### config.mk
export PLATFORM = sky130hd
export DESIGN_NAME = gate_logic_pipe
export DESIGN_NICKNAME = d
export VERILOG_FILES = /design/src/rtl/gate_logic_pipe.sv
export SDC_FILE = /design/constraint.sdc
export NUM_CORES = 1
export LEC_CHECK = 0
export CORE_MARGIN = 5
export CORE_UTILIZATION = 60
export CTS_BUF_LIST = sky130_fd_sc_hd__clkbuf_4
export CTS_CLUSTER_DIAMETER = 150
export DETAILED_ROUTE_END_ITERATION = 10
export PLACE_DENSITY = 0.86
export SLEW_MARGIN = 20
export SYNTH_ARGS = -nofsm -noshare
export SYNTH_HDL_FRONTEND = slang
export SYNTH_SLANG_ARGS = --single-unit
### constraint.sdc
create_clock -name CLK -period 2.9 [get_ports CLK]
set_input_delay 0.435 -clock CLK [delete_from_list [all_inputs] [get_ports CLK]]
set_output_delay 0.435 -clock CLK [all_outputs]
set_load 0.02 [all_outputs]
### src/rtl/gate_logic_pipe.sv
// gate_logic_pipe
// Two-stage valid/ready pipeline. It evaluates six bitwise gate functions of
// three operands and then selects one of them, or the AND or OR of all six,
// as the result.
//
// Ports
//   CLK        sole clock; all state changes on its rising edge
//   RST        synchronous, active-high reset
//   A, B, C    WIDTH-bit operands
//   OP         3-bit operation select, captured with the operands
//   IN_VALID   upstream offers a beat
//   IN_READY   block accepts a beat this cycle
//   Y          WIDTH-bit result
//   Y_ALL      AND-reduction of Y, registered with Y
//   Y_ANY      OR-reduction of Y, registered with Y
//   OUT_VALID  Y, Y_ALL and Y_ANY hold a result
//   OUT_READY  downstream takes the result this cycle
//   CNT        count of delivered results, wraps silently
module gate_logic_pipe #(
  parameter int WIDTH = 8,
  parameter int CNT_W = 16
) (
  input  logic             CLK,
  input  logic             RST,
  input  logic [WIDTH-1:0] A,
  input  logic [WIDTH-1:0] B,
  input  logic [WIDTH-1:0] C,
  input  logic [2:0]       OP,
  input  logic             IN_VALID,
  output logic             IN_READY,
  output logic [WIDTH-1:0] Y,
  output logic             Y_ALL,
  output logic             Y_ANY,
  output logic             OUT_VALID,
  input  logic             OUT_READY,
  output logic [CNT_W-1:0] CNT
);

  // Stage 1: gate vectors and the operation that goes with them
  logic [WIDTH-1:0] and_reg, or_reg, xor_reg, nor_reg, nand_reg, not_reg;
  logic [2:0]       op_reg;
  logic             s1_valid_reg;

  // Stage 2: selected result and its reductions
  logic [WIDTH-1:0] y_reg;
  logic             y_all_reg, y_any_reg;
  logic             s2_valid_reg;

  logic [CNT_W-1:0] cnt_reg;

  logic [WIDTH-1:0] y_next;
  logic             s2_adv, s1_adv, in_fire, out_fire;

  // Stage 2 moves when it is empty or its result is taken. Stage 1 moves
  // when it is empty or stage 2 moves, so a full pipe still streams.
  assign out_fire = s2_valid_reg & OUT_READY;
  assign s2_adv   = ~s2_valid_reg | OUT_READY;
  assign s1_adv   = ~s1_valid_reg | s2_adv;
  assign in_fire  = IN_VALID & s1_adv;

  // Per-bit pick among the six gate outputs. v is packed
  // {NOT, NAND, NOR, XOR, OR, AND}, so OP 0..5 index it directly.
  function automatic logic pick(input logic [2:0] sel, input logic [5:0] v);
    logic r;
    case (sel)
      3'd6:    r = &v;
      3'd7:    r = |v;
      default: r = v[sel];
    endcase
    return r;
  endfunction

  generate
    for (genvar gi = 0; gi < WIDTH; gi++) begin : g_bit
      assign y_next[gi] = pick(op_reg, {not_reg[gi], nand_reg[gi], nor_reg[gi],
                                        xor_reg[gi], or_reg[gi], and_reg[gi]});
    end
  endgenerate

  always_ff @(posedge CLK) begin
    if (RST) begin
      s1_valid_reg <= 1'b0;
      and_reg      <= '0;
      or_reg       <= '0;
      xor_reg      <= '0;
      nor_reg      <= '0;
      nand_reg     <= '0;
      not_reg      <= '0;
      op_reg       <= '0;
    end else if (s1_adv) begin
      s1_valid_reg <= IN_VALID;
      // Operands are captured only for an accepted beat
      if (IN_VALID) begin
        and_reg  <= A & B;
        or_reg   <= B | C;
        xor_reg  <= A ^ C;
        nor_reg  <= ~(A | B);
        nand_reg <= ~(A & C);
        not_reg  <= ~B;
        op_reg   <= OP;
      end
    end
  end

  always_ff @(posedge CLK) begin
    if (RST) begin
      s2_valid_reg <= 1'b0;
      y_reg        <= '0;
      y_all_reg    <= 1'b0;
      y_any_reg    <= 1'b0;
    end else if (s2_adv) begin
      s2_valid_reg <= s1_valid_reg;
      // A bubble leaves the last result in place; it is simply not valid
      if (s1_valid_reg) begin
        y_reg     <= y_next;
        y_all_reg <= &y_next;
        y_any_reg <= |y_next;
      end
    end
  end

  always_ff @(posedge CLK) begin
    if (RST) begin
      cnt_reg <= '0;
    end else if (out_fire) begin
      cnt_reg <= cnt_reg + CNT_W'(1);
    end
  end

  assign IN_READY  = s1_adv;
  assign Y         = y_reg;
  assign Y_ALL     = y_all_reg;
  assign Y_ANY     = y_any_reg;
  assign OUT_VALID = s2_valid_reg;
  assign CNT       = cnt_reg;

  // in_fire is kept as a named term for readability of the handshake
  logic unused_ok;
  assign unused_ok = in_fire;

endmodule

After elaboration in Yosys (flattened, before gate mapping)
Cells that the tools add are included.

word-level totals
  register bits = 79
  word-level logic and storage cells = 74
  bits of input ports = 31
  output and inout port bits = 28

operators by class
  order comparisons = 1
  reductions and logical operators = 20
  mux-type cells = 24
  bitwise operators = 13
  add/subtract/negate cells = 1
  equality and inequality tests = 2

operators with widths
  operator                                                                       number
  6-bit AND reduction                                                            8
  6-bit OR reduction                                                             8
  1-bit binary-select mux with 3-bit select                                      8
  8-bit NOT                                                                      3
  16-bit by 1-bit adder with 16-bit output (second input constant)               1
  8-bit AND                                                                      2
  8-bit OR                                                                       2
  1-bit case mux with 2 select lines                                             8
  1-bit 2-to-1 mux                                                               8
  8-bit AND reduction                                                            1
  8-bit OR reduction                                                             1
  8-bit bitwise XOR                                                              1
  3-bit == test (second input constant)                                          2
  3-bit by 4-bit less-than comparator with 1-bit output (second input constant)  1
  2-bit AND reduction                                                            2
  1-bit NOT                                                                      2
  1-bit OR                                                                       2
  1-bit AND                                                                      1

Depth between registers and ports, before layout
Gate-level depths: netlist (run 1).

  word-level depth = 4
  depth in mapped cells = 8
  depth with buffers taken out = 6

Worst setup path after synthesis (run 1)
OpenSTA, ideal clock, no wires.

  path kind = flip-flop to flip-flop
  start point = reg op_reg[1]
  end point = reg y_all_reg, in the netlist Y_ALL
  arrival time = 1903 ps
  path buffers = 1
  cell stages (with the launch flop) = 7
  data required time = 2816 ps
  slack = 913 ps
  library setup time = 84 ps
  period minus slack after synthesis = 1987 ps
  cells stage by stage = dfxtp_1 buf_4 nand2b_2 a211oi_1 or4_4 or4_4 o31ai_2

on the way
  word-level cells in the longest chain between the ends = 4
  elaborated cells between the ends (all ways) = 27
  classes of those cells = 2 x eq/ne; 24 x mux; 1 x reduce/logical

ends and longest elaborated chain
  item                                       RTL line  text
  from (decl)                                41        logic [2:0] op_reg;
  from (signal assigned)                     89        op_reg <= '0;
  from (signal assigned)                     100       op_reg <= OP;
  1-bit binary-select mux with 3-bit select  68        default: r = v[sel];
  1-bit 2-to-1 mux (implied by the code)     68
  1-bit case mux with 2 select lines         65        case (sel)
  8-bit AND reduction (*)                    116       y_all_reg <= &y_next;
  to (signal assigned)                       116
  to (decl)                                  46        logic y_all_reg, y_any_reg;

Every way passes the cells marked *; elsewhere a longest branch is shown, timed or not. The select of a mux whose other input is x is not followed.
A chain may end at the register's enable or synchronous reset.

Worst setup path in the final report (run 1)
  start point = reg op_reg[0]
  end point = reg y_all_reg, in the netlist Y_ALL

Same word-level chain as after synthesis.

==> results of run 1 <==
## area by class of cell
type	instances	area (um^2)	share of cell area (%)
Inverter	2	7.507	0.1681
Clock buffer	9	67.56	1.513
Tap cell	75	93.84	2.101
Timing Repair Buffer	65	628.1	14.07
Clock inverter	7	121.4	2.718
Multi-Input combinational cell	331	1966	44.02
Sequential cell	79	1582	35.42
## through the flow
step | instances | hold WS (ps) | cell area [um^2]
2_1_floorplan | 440 | 449.2 | 3667
3_3_place_gp | 552 | 445.1 | 4277
3_5_place_dp | 552 | 458.4 | 4277
4_1_cts | 568 | 459.2 | 4466
5_1_grt | 568 | 490.1 | 4466
6_report | 568 | 462.5 | 4466
## worst register-to-register path, cell delays in order, from the launching register on
cell and delay [ps]:
dfxtp_1 750, or2_2 300, o22ai_1 100, or4_4 520, or4_4 530, o31ai_2 240
## cells in the final DEF, fill, tap and decap left out, types with 3 or more instances in the layout
cell type | Yosys | layout
nand4_1 | 5 | 5
clkbuf_4 | 0 | 9
nor3_1 | 33 | 33
mux2i_1 | 14 | 14
o211ai_1 | 4 | 4
o22ai_1 | 6 | 6
and4_1 | 5 | 5
and3_1 | 7 | 7
buf_4 | 1 | 7
clkinv_4 | 0 | 3
nand2_1 | 47 | 47
ha_1 | 9 | 9
clkdlybuf4s50_1 | 0 | 57
nand2b_1 | 3 | 3
bufinv_16 | 0 | 3
or4_1 | 5 | 5
xor2_1 | 12 | 12
a211oi_1 | 26 | 26
a21oi_1 | 39 | 39
nor2_1 | 62 | 62
nand3_1 | 17 | 17
dfxtp_1 | 79 | 79
nor2b_1 | 3 | 3
## cell families (layout without fill, tap and decap cells)
family	Yosys count	in the layout
AO/OA/AOI/OAI	91	91
XOR/XNOR	14	14
adder cells (fa/ha/maj)	9	9
buffers and inverters	30	83
flip-flops	79	79
multiplexers	17	17
AND/OR/NAND/NOR	200	200
## worst min path at each step
| stage | startpoint | to | cells after the start |
|---|---|---|---|
| 2_1_floorplan | and_reg[0] | and_reg[0] | 2 |
| 3_3_place_gp | Y[0] | Y[0] | 2 |
| 3_5_place_dp | Y[2] | Y[2] | 2 |
| 4_1_cts | RST | nor_reg[0] | 2 |
| 5_1_grt | Y[2] | Y[2] | 2 |
| 6_report | RST | nor_reg[0] | 2 |
## power groups by stage
stage               Sequential (mW)  Clock (mW)  Combinational [mW]
finish                         1.20       0.846               0.310
global route                   1.21       0.906               0.345
CTS                            1.20       0.855               0.310
detailed placement             1.22           0               0.306
global placement               1.21           0               0.297
floorplan                      1.21           0               0.192
## metal layers
| metal | vias to the layer above | track usage, % | part of all wire (%) |
|---|---|---|---|
| met3 | 18 | 4.892 | 5.2 |
| li1 | 1678 | - | - |
| met1 | 1585 | 28.96 | 42 |
| met5 | - | 0 | 0 |
| met4 | 0 | 9.615 | 1.9 |
| met2 | 84 | 40.38 | 51 |
==> flow_summary.json, run 1 <==
{
  "power.total_mw": 2.354,
  "maxCapViolCount": 0,
  "dr.first_iter.drc_count": 153,
  "cp.required_ps": 3260,
  "critPathArrivalTime_ps": 2870,
  "async_flop_share_pct": 0,
  "grt_max_degree": 60,
  "cts_tree": "yes",
  "root_buffer": "clkbuf_4",
  "path_max_fanout": 17,
  "syn_nets": 480,
  "report.final.hold_viol_count": 0,
  "die_h_um": 88.18,
  "synth_most_common_cell": "dfxtp_1",
  "synthMuxAreaShare_pct": 5.049,
  "r2r_cells": 5,
  "synth_cell_types": 48,
  "max-slew-margin-rel_pct": 32.22,
  "num-nets-final": 528,
  "path_cells": "or2_2 -> o22ai_1 -> or4_4 -> or4_4 -> o31ai_2",
  "wl_mm": 8.765,
  "p_comb_share_pct": 13.2,
  "synth_xor_area_share_pct": 3.344,
  "r2r_slack_ps": 390,
  "p_leak_nw": 1.651,
  "firstDrtPassIters": 4,
  "track_usage_pct": 23.64,
  "postCtsSetupBuffers": 0,
  "syn_avg_cell_area_um2": 8.335,
  "dieArea_mm2": 0.007776,
  "fin_util_pct": 75.42,
  "status": "completed",
  "grt_pass1_wl_mm": 14.53,
  "seqPwrFrac_pct": 50.9,
  "yosys.area.top_type": "dfxtp_1",
  "cts_hold_buf": 0,
  "hp-class": "input pin to register",
  "h-tree-depth": 3,
  "synth_edf_count": 0,
  "cpMaxStageDelayCell": "dfxtp_1",
  "netlist_top_cells_count": "79 x dfxtp_1, 62 x nor2_1, 47 x nand2_1, 39 x a21oi_1, 33 x nor3_1",
  "drv_slew": 0,
  "wire_per_inst_um": 15.43,
  "clkTransAtPathRegs_ps": 140,
  "critical_path.max_stage_delay_ps": 750,
  "fmax_mhz": 398.1,
  "crit_start": "op_reg[0]",
  "fin_crit_ps": 2512,
  "setup_ws_ps": 387.8,
  "clkPwrFrac_pct": 36.0,
  "synth.area.top_cells": "dfxtp_1 43%, nor2_1 6.3%, a21oi_1 5.3%",
  "detail-route-antenna-nets": 0,
  "synth_top_family_by_area": "simple AND/OR/NAND/NOR gates",
  "diodes": 0,
  "yosysSeqAreaShare_pct": 43.13,
  "drc": 0,
  "synth_seq_cells": 79,
  "cp-start-kind": "register",
  "cts.sinks": 79,
  "power_density_mw_per_mm2": 527.1,
  "ios": 59,
  "first_global_vias": 3214,
  "fp.coreArea_mm2": 0.005921,
  "hpwlAfterDp_mm": 6.053,
  "p_sw_share_pct": 26.74,
  "port_buffers": 58,
  "crit_type": "register to register",
  "netlist.area_leader.share_pct": 43.13,
  "overflow": 0,
  "die_w_um": 88.18,
  "post-place-ws_ps": 422.6,
  "reg2reg_from": "op_reg[0]",
  "worst_slew_pin_slew_ps": 1017,
  "cp_top_family": "simple AND/OR/NAND/NOR gates",
  "clock_latency_ps": 440,
  "internal_power_mw": 1.724,
  "ys_warn_count": 0,
  "worst_clock_skew_ps": 12.92,
  "antenna_found_initial": 0,
  "crit_cells": 5,
  "gp_congestion": 0.8218,
  "netlist_area_mm2": 0.003667,
  "synth_cells": 440,
  "cp-end-kind": "register",
  "endpoint": "Y_ALL",
  "setup_viol_count_final": 0,
  "syn_to_final_growth_pct": 21.77,
  "synth-main-ff-cell": "dfxtp_1",
  "cts_buffers": 9,
  "start_util_pct": 61.94,
  "clock_path_buffers": 2,
  "vdd_ir_drop_max_v": 0.0003457,
  "largest_reg_flops": 16,
  "critPathBufInv": 0,
  "setup_tns_ps": 0,
  "fill_cells": 442,
  "synth_compound_area_share_pct": 16.04,
  "row_count": 28,
  "critPathMostFrequentCell": "or4_4",
  "viasPerCell": 5.924,
  "synth-simple-area-share_pct": 26.07,
  "synthAdderAreaFrac_pct": 3.071,
  "rsz0062_at_grt": "no",
  "ctsResizeCount": 0,
  "drive_above_1_share_pct": 6.288,
  "fin_crit_sh_pct": 86.63,
  "p_sw_mw": 0.6294,
  "reg2reg_to": "Y_ALL",
  "vias": 3365
}
Power figures use the tool's default switching activity.
==> run 2, diff against run 1 <==
- CORE_UTILIZATION: 60 -> 50
- PLACE_DENSITY: 0.86 -> 0.76
- clock period: 2.9 -> 2.1 ns (I/O delays scaled with it)
==> run 2 against run 1 <==
  * Die area is 18% higher
  * Via count grew 0.33%
  * Wire length shrank 1.5%
  * Highest routed layer unchanged
==> flow_summary.json, run 2 (synthesized netlist as in run 1, its figures left out) <==
{
  "cts_buffers": 9,
  "vdd_ir_drop_max_v": 0.0004453,
  "antenna_found_initial": 0,
  "dr.first_iter.drc_count": 170,
  "drc": 0,
  "vias": 3376,
  "crit_type": "input pin to output port",
  "clock_path_buffers": 2,
  "cts_tree": "yes",
  "clock_latency_ps": 420,
  "hp-class": "input pin to register",
  "num-nets-final": 542,
  "first_global_vias": 3156,
  "p_leak_nw": 1.726,
  "postLayoutCellArea_mm2": 0.004644,
  "report.final.hold_viol_count": 0,
  "status": "completed",
  "r2r_slack_ps": 120,
  "fin_crit_sh_pct": 94.48,
  "gr-usage-met3_pct": 3.631,
  "drv_slew": 0,
  "clkTransAtPathRegs_ps": 120,
  "grt_pass1_wl_mm": 14.35,
  "hpwlAfterDp_mm": 6.171,
  "viasPerCell": 5.571,
  "h-tree-depth": 3,
  "maxCapViolCount": 0,
  "die_w_um": 95.64,
  "power.total_mw": 3.135,
  "placed_cell_area_mm2": 0.004449,
  "ios": 59,
  "final_common_cell": "dfxtp_1",
  "max-slew-margin-rel_pct": 68.55,
  "path_max_fanout": 5,
  "firstDrtPassIters": 4,
  "start_util_pct": 50.83,
  "dieArea_mm2": 0.009147,
  "track_usage_pct": 19.82,
  "root_buffer": "clkbuf_4",
  "detail-route-antenna-nets": 0,
  "post-place-ws_ps": -27.55,
  "fp.coreArea_mm2": 0.007214,
  "largest_reg_flops": 16,
  "postCtsSetupBuffers": 0,
  "cp.required_ps": 1780,
  "die_h_um": 95.64,
  "placed_cells": 590,
  "cp-start-kind": "input pin",
  "cts.sinks": 79,
  "finalNonFillerCells": 606,
  "setup_viol_count_final": 0,
  "met2_usage_pct": 32.95,
  "gp_congestion": 0.8575,
  "worst_slew_pin_slew_ps": 468.9,
  "overflow": 0,
  "power_density_mw_per_mm2": 675.0,
  "setup_ws_ps": 115.8,
  "cts_hold_buf": 0,
  "syn_to_final_growth_pct": 26.65,
  "rsz0062_at_grt": "no",
  "grt-busiest-layer": "met2",
  "drive_above_1_share_pct": 10.26,
  "grt_max_degree": 80,
  "wire_per_inst_um": 14.25,
  "fmax_mhz": 504.0,
  "port_buffers": 58,
  "grt_use_met1_pct": 25.29,
  "row_count": 31,
  "fin_crit_ps": 1984,
  "cp-end-kind": "output port",
  "critPathArrivalTime_ps": 1670,
  "worst_clock_skew_ps": 21.14,
  "final_cell_mix": "75 x dfxtp_1, 62 x nor2_1, 57 x clkdlybuf4s50_1, 47 x nand2_1, 39 x a21oi_1",
  "wl_mm": 8.636,
  "fin_util_pct": 64.38,
  "diodes": 0
}
## run 2: changes by cell type in the layout (fill, tap and decap cells not counted), moves of 3 or more
cell | before | now
dfxtp_2 | 0 | 3
buf_4 | 7 | 18
buf_12 | 0 | 3
dfxtp_1 | 79 | 75
## run 2: cell type report
class	instances	area, um^2
inverters	2	7.507
well taps	99	123.9
clock inverters	7	95.09
multi-input cells	331	1991
repair buffers	79	770.7
flip-flops and latches	79	1589
clock buffers	9	67.56
fillers	649	2570
## run 2: critical path, cell delays in order
cell and delay, ps:
clkdlybuf4s50_1 550, nor2b_1 80, nand2_1 110, clkdlybuf4s50_1 610
## run 2: timing repair
action / CTS / global route
gates resized for setup: 1 / 9
endpoints found under the hold margin: 0 / 0
setup endpoints to repair: 1 / 3
cloned: 0 / 0
## run 2: through the flow
stage	setup TNS, ps	hold slack [ps]
after floorplan	0	410.6
after global placement	0	456.9
after detailed placement	-27.55	454.7
after CTS	0	225.1
after global routing	0	211.6
final	0	239.3
## run 2: final timing paths
check	from	end	cells after the start
setup / recovery	OUT_READY	IN_READY	4
hold / removal	RST	Y_ALL	3
setup reg to reg	op_reg[0]	Y_ALL	5
hold reg to reg	Y[0]	Y[0]	2
## run 2: metal layers
| metal | up-vias | wire length, um |
|---|---|---|
| li1 | 1706 | - |
| met1 | 1569 | 3881 |
| met2 | 88 | 4124 |
| met3 | 13 | 471 |
| met4 | 0 | 159 |
| met5 | - | 0 |
## run 2: report_power, final
group / total (mW) / switching (mW) / internal [mW]
sequential: 1.65 / 0.0761 / 1.57
clock: 1.02 / 0.529 / 0.488
combinational: 0.468 / 0.235 / 0.233
total: 3.14 / 0.840 / 2.29
==> run 3, diff against run 2 <==
- TNS_END_PERCENT: unset -> 1
==> run 3 against run 2 <==
  * Core utilization shrank 0.087 points
  * Critical path type unchanged
  * Highest routed layer unchanged
  * Largest power group unchanged
  * Register-to-register slack hardly changed
  * Sequential share of layout area about the same
==> flow_summary.json, run 3 (synthesized netlist as in run 1, its figures left out) <==
{
  "clock_latency_ps": 420,
  "final_cell_mix": "75 x dfxtp_1, 62 x nor2_1, 57 x clkdlybuf4s50_1, 47 x nand2_1, 39 x a21oi_1",
  "grt_max_degree": 80,
  "viasPerCell": 5.558,
  "cp.required_ps": 1780,
  "die_w_um": 95.64,
  "vias": 3368,
  "wire_per_inst_um": 14.37,
  "whs_ps": 238.8,
  "diodes": 0,
  "fill_cells": 648,
  "row_count": 31,
  "setup_viol_count_final": 0,
  "num-nets-final": 542,
  "power.total_mw": 3.138,
  "fin_crit_ps": 1983,
  "syn_to_final_growth_pct": 26.48,
  "drc": 0,
  "ios": 59,
  "cpMaxStageDelayCell": "clkdlybuf4s50_1",
  "crit_cells": 4,
  "path_max_fanout": 5,
  "cts_buffers": 9,
  "dr.first_iter.drc_count": 187,
  "first_global_vias": 3156,
  "report.final.hold_viol_count": 0,
  "firstDrtPassIters": 4,
  "fin_crit_sh_pct": 94.44,
  "wl_mm": 8.707,
  "maxCapViolCount": 0,
  "worst_clock_skew_ps": 20.40,
  "port_buffers": 58,
  "rsz0062_at_grt": "yes",
  "power_density_mw_per_mm2": 676.6,
  "cp_top_family": "buffers and inverters",
  "drive_above_1_share_pct": 10.06,
  "final_common_cell": "dfxtp_1",
  "critPathArrivalTime_ps": 1670,
  "holdPathStages": 3,
  "fmax_mhz": 504.2,
  "largest_reg_flops": 16,
  "r2r_cells": 5,
  "p_leak_nw": 1.724,
  "track_usage_pct": 19.82,
  "h-tree-depth": 3,
  "start_util_pct": 50.83,
  "fp.coreArea_mm2": 0.007214,
  "cts_tree": "yes",
  "grt_pass1_wl_mm": 14.35,
  "dieArea_mm2": 0.009147,
  "crit_type": "input pin to output port",
  "cp-start-kind": "input pin",
  "path_cells": "clkdlybuf4s50_1 -> nor2b_1 -> nand2_1 -> clkdlybuf4s50_1",
  "postCtsSetupBuffers": 0,
  "hp-class": "input pin to register",
  "critPathBufInv": 2,
  "die_h_um": 95.64,
  "clkTransAtPathRegs_ps": 120,
  "max-slew-margin-rel_pct": 68.18,
  "drv_slew": 0,
  "root_buffer": "clkbuf_4",
  "cp-end-kind": "output port",
  "overflow": 0,
  "cts.sinks": 79,
  "critPathMostFrequentCell": "clkdlybuf4s50_1",
  "antenna_found_initial": 0,
  "gp_congestion": 0.8575,
  "status": "completed",
  "clock_path_buffers": 2,
  "vdd_ir_drop_max_v": 0.0004491,
  "hpwlAfterDp_mm": 6.171,
  "detail-route-antenna-nets": 0,
  "critical_path.max_stage_delay_ps": 610,
  "worst_slew_pin_slew_ps": 474.4
}
-- run 3: changes by cell type in the layout (fill, tap and decap cells not counted) --
cell     before  now
nor4b_1       0    1
nor4b_2       1    0
-- run 3: power breakdown --
part | leakage (nW) | internal, mW | switching (mW) | total, mW
logic | 0.985 | 0.231 | 0.235 | 0.466
registers | 0.650 | 1.57 | 0.0759 | 1.65
clock network | 0.0883 | 0.488 | 0.534 | 1.02
-- run 3: path summary, 6_finish.rpt --
check | startpoint | endpoint | slack [ps]
setup / recovery | OUT_READY | IN_READY | 120
hold / removal | RST | Y_ALL | 240
setup reg to reg | op_reg[0] | Y_ALL | 120
hold reg to reg | Y[0] | Y[0] | 470
-- run 3: metrics by stage --
step,std cells,TNS (ps),setup WS (ps),utilization (%),cell area (um^2)
after floorplan,440,0,112.7,-,3667
after global placement,590,0,24.04,61.67,4449
after detailed placement,590,-27.55,-27.55,61.67,4449
after CTS,606,0,44.09,63.94,4613
after global routing,606,-21.21,-21.21,64.29,4638
final,606,0,116.7,64.29,4638
-- run 3: worst register-to-register path: cells and delay by family (launching register included) --
| family | cells | cell delay, ps |
|---|---|---|
| and+or+nand+nor | 3 | 1180 |
| AOI/OAI and AO/OA | 2 | 320 |
| DFF | 1 | 420 |
-- run 3: cell type report --
type	instances	area, um^2	share of cell area [%]
multi-input cells	331	1984	42.78
flip-flops and latches	79	1589	34.26
repair buffers	79	770.7	16.62
well taps	99	123.9	2.671
clock inverters	7	95.09	2.050
clock buffers	9	67.56	1.457
inverters	2	7.507	0.1619
-- run 3: layer usage --
metal / vias to the layer above / routed length (um) / share of wire [%] / track usage [%]
met5: - / 0 / 0 / 0
met4: 0 / 159 / 1.8 / 7.938
met3: 13 / 353 / 4.1 / 3.631
met2: 57 / 4187 / 48 / 32.95
met1: 1588 / 4006 / 46 / 25.29
li1: 1710 / - / - / -
-- run 3: timing repair --
action | in CTS | in global routing
gates resized for setup | 1 | 8
setup endpoints to repair | 1 | 3
hold buffers | 0 | 0
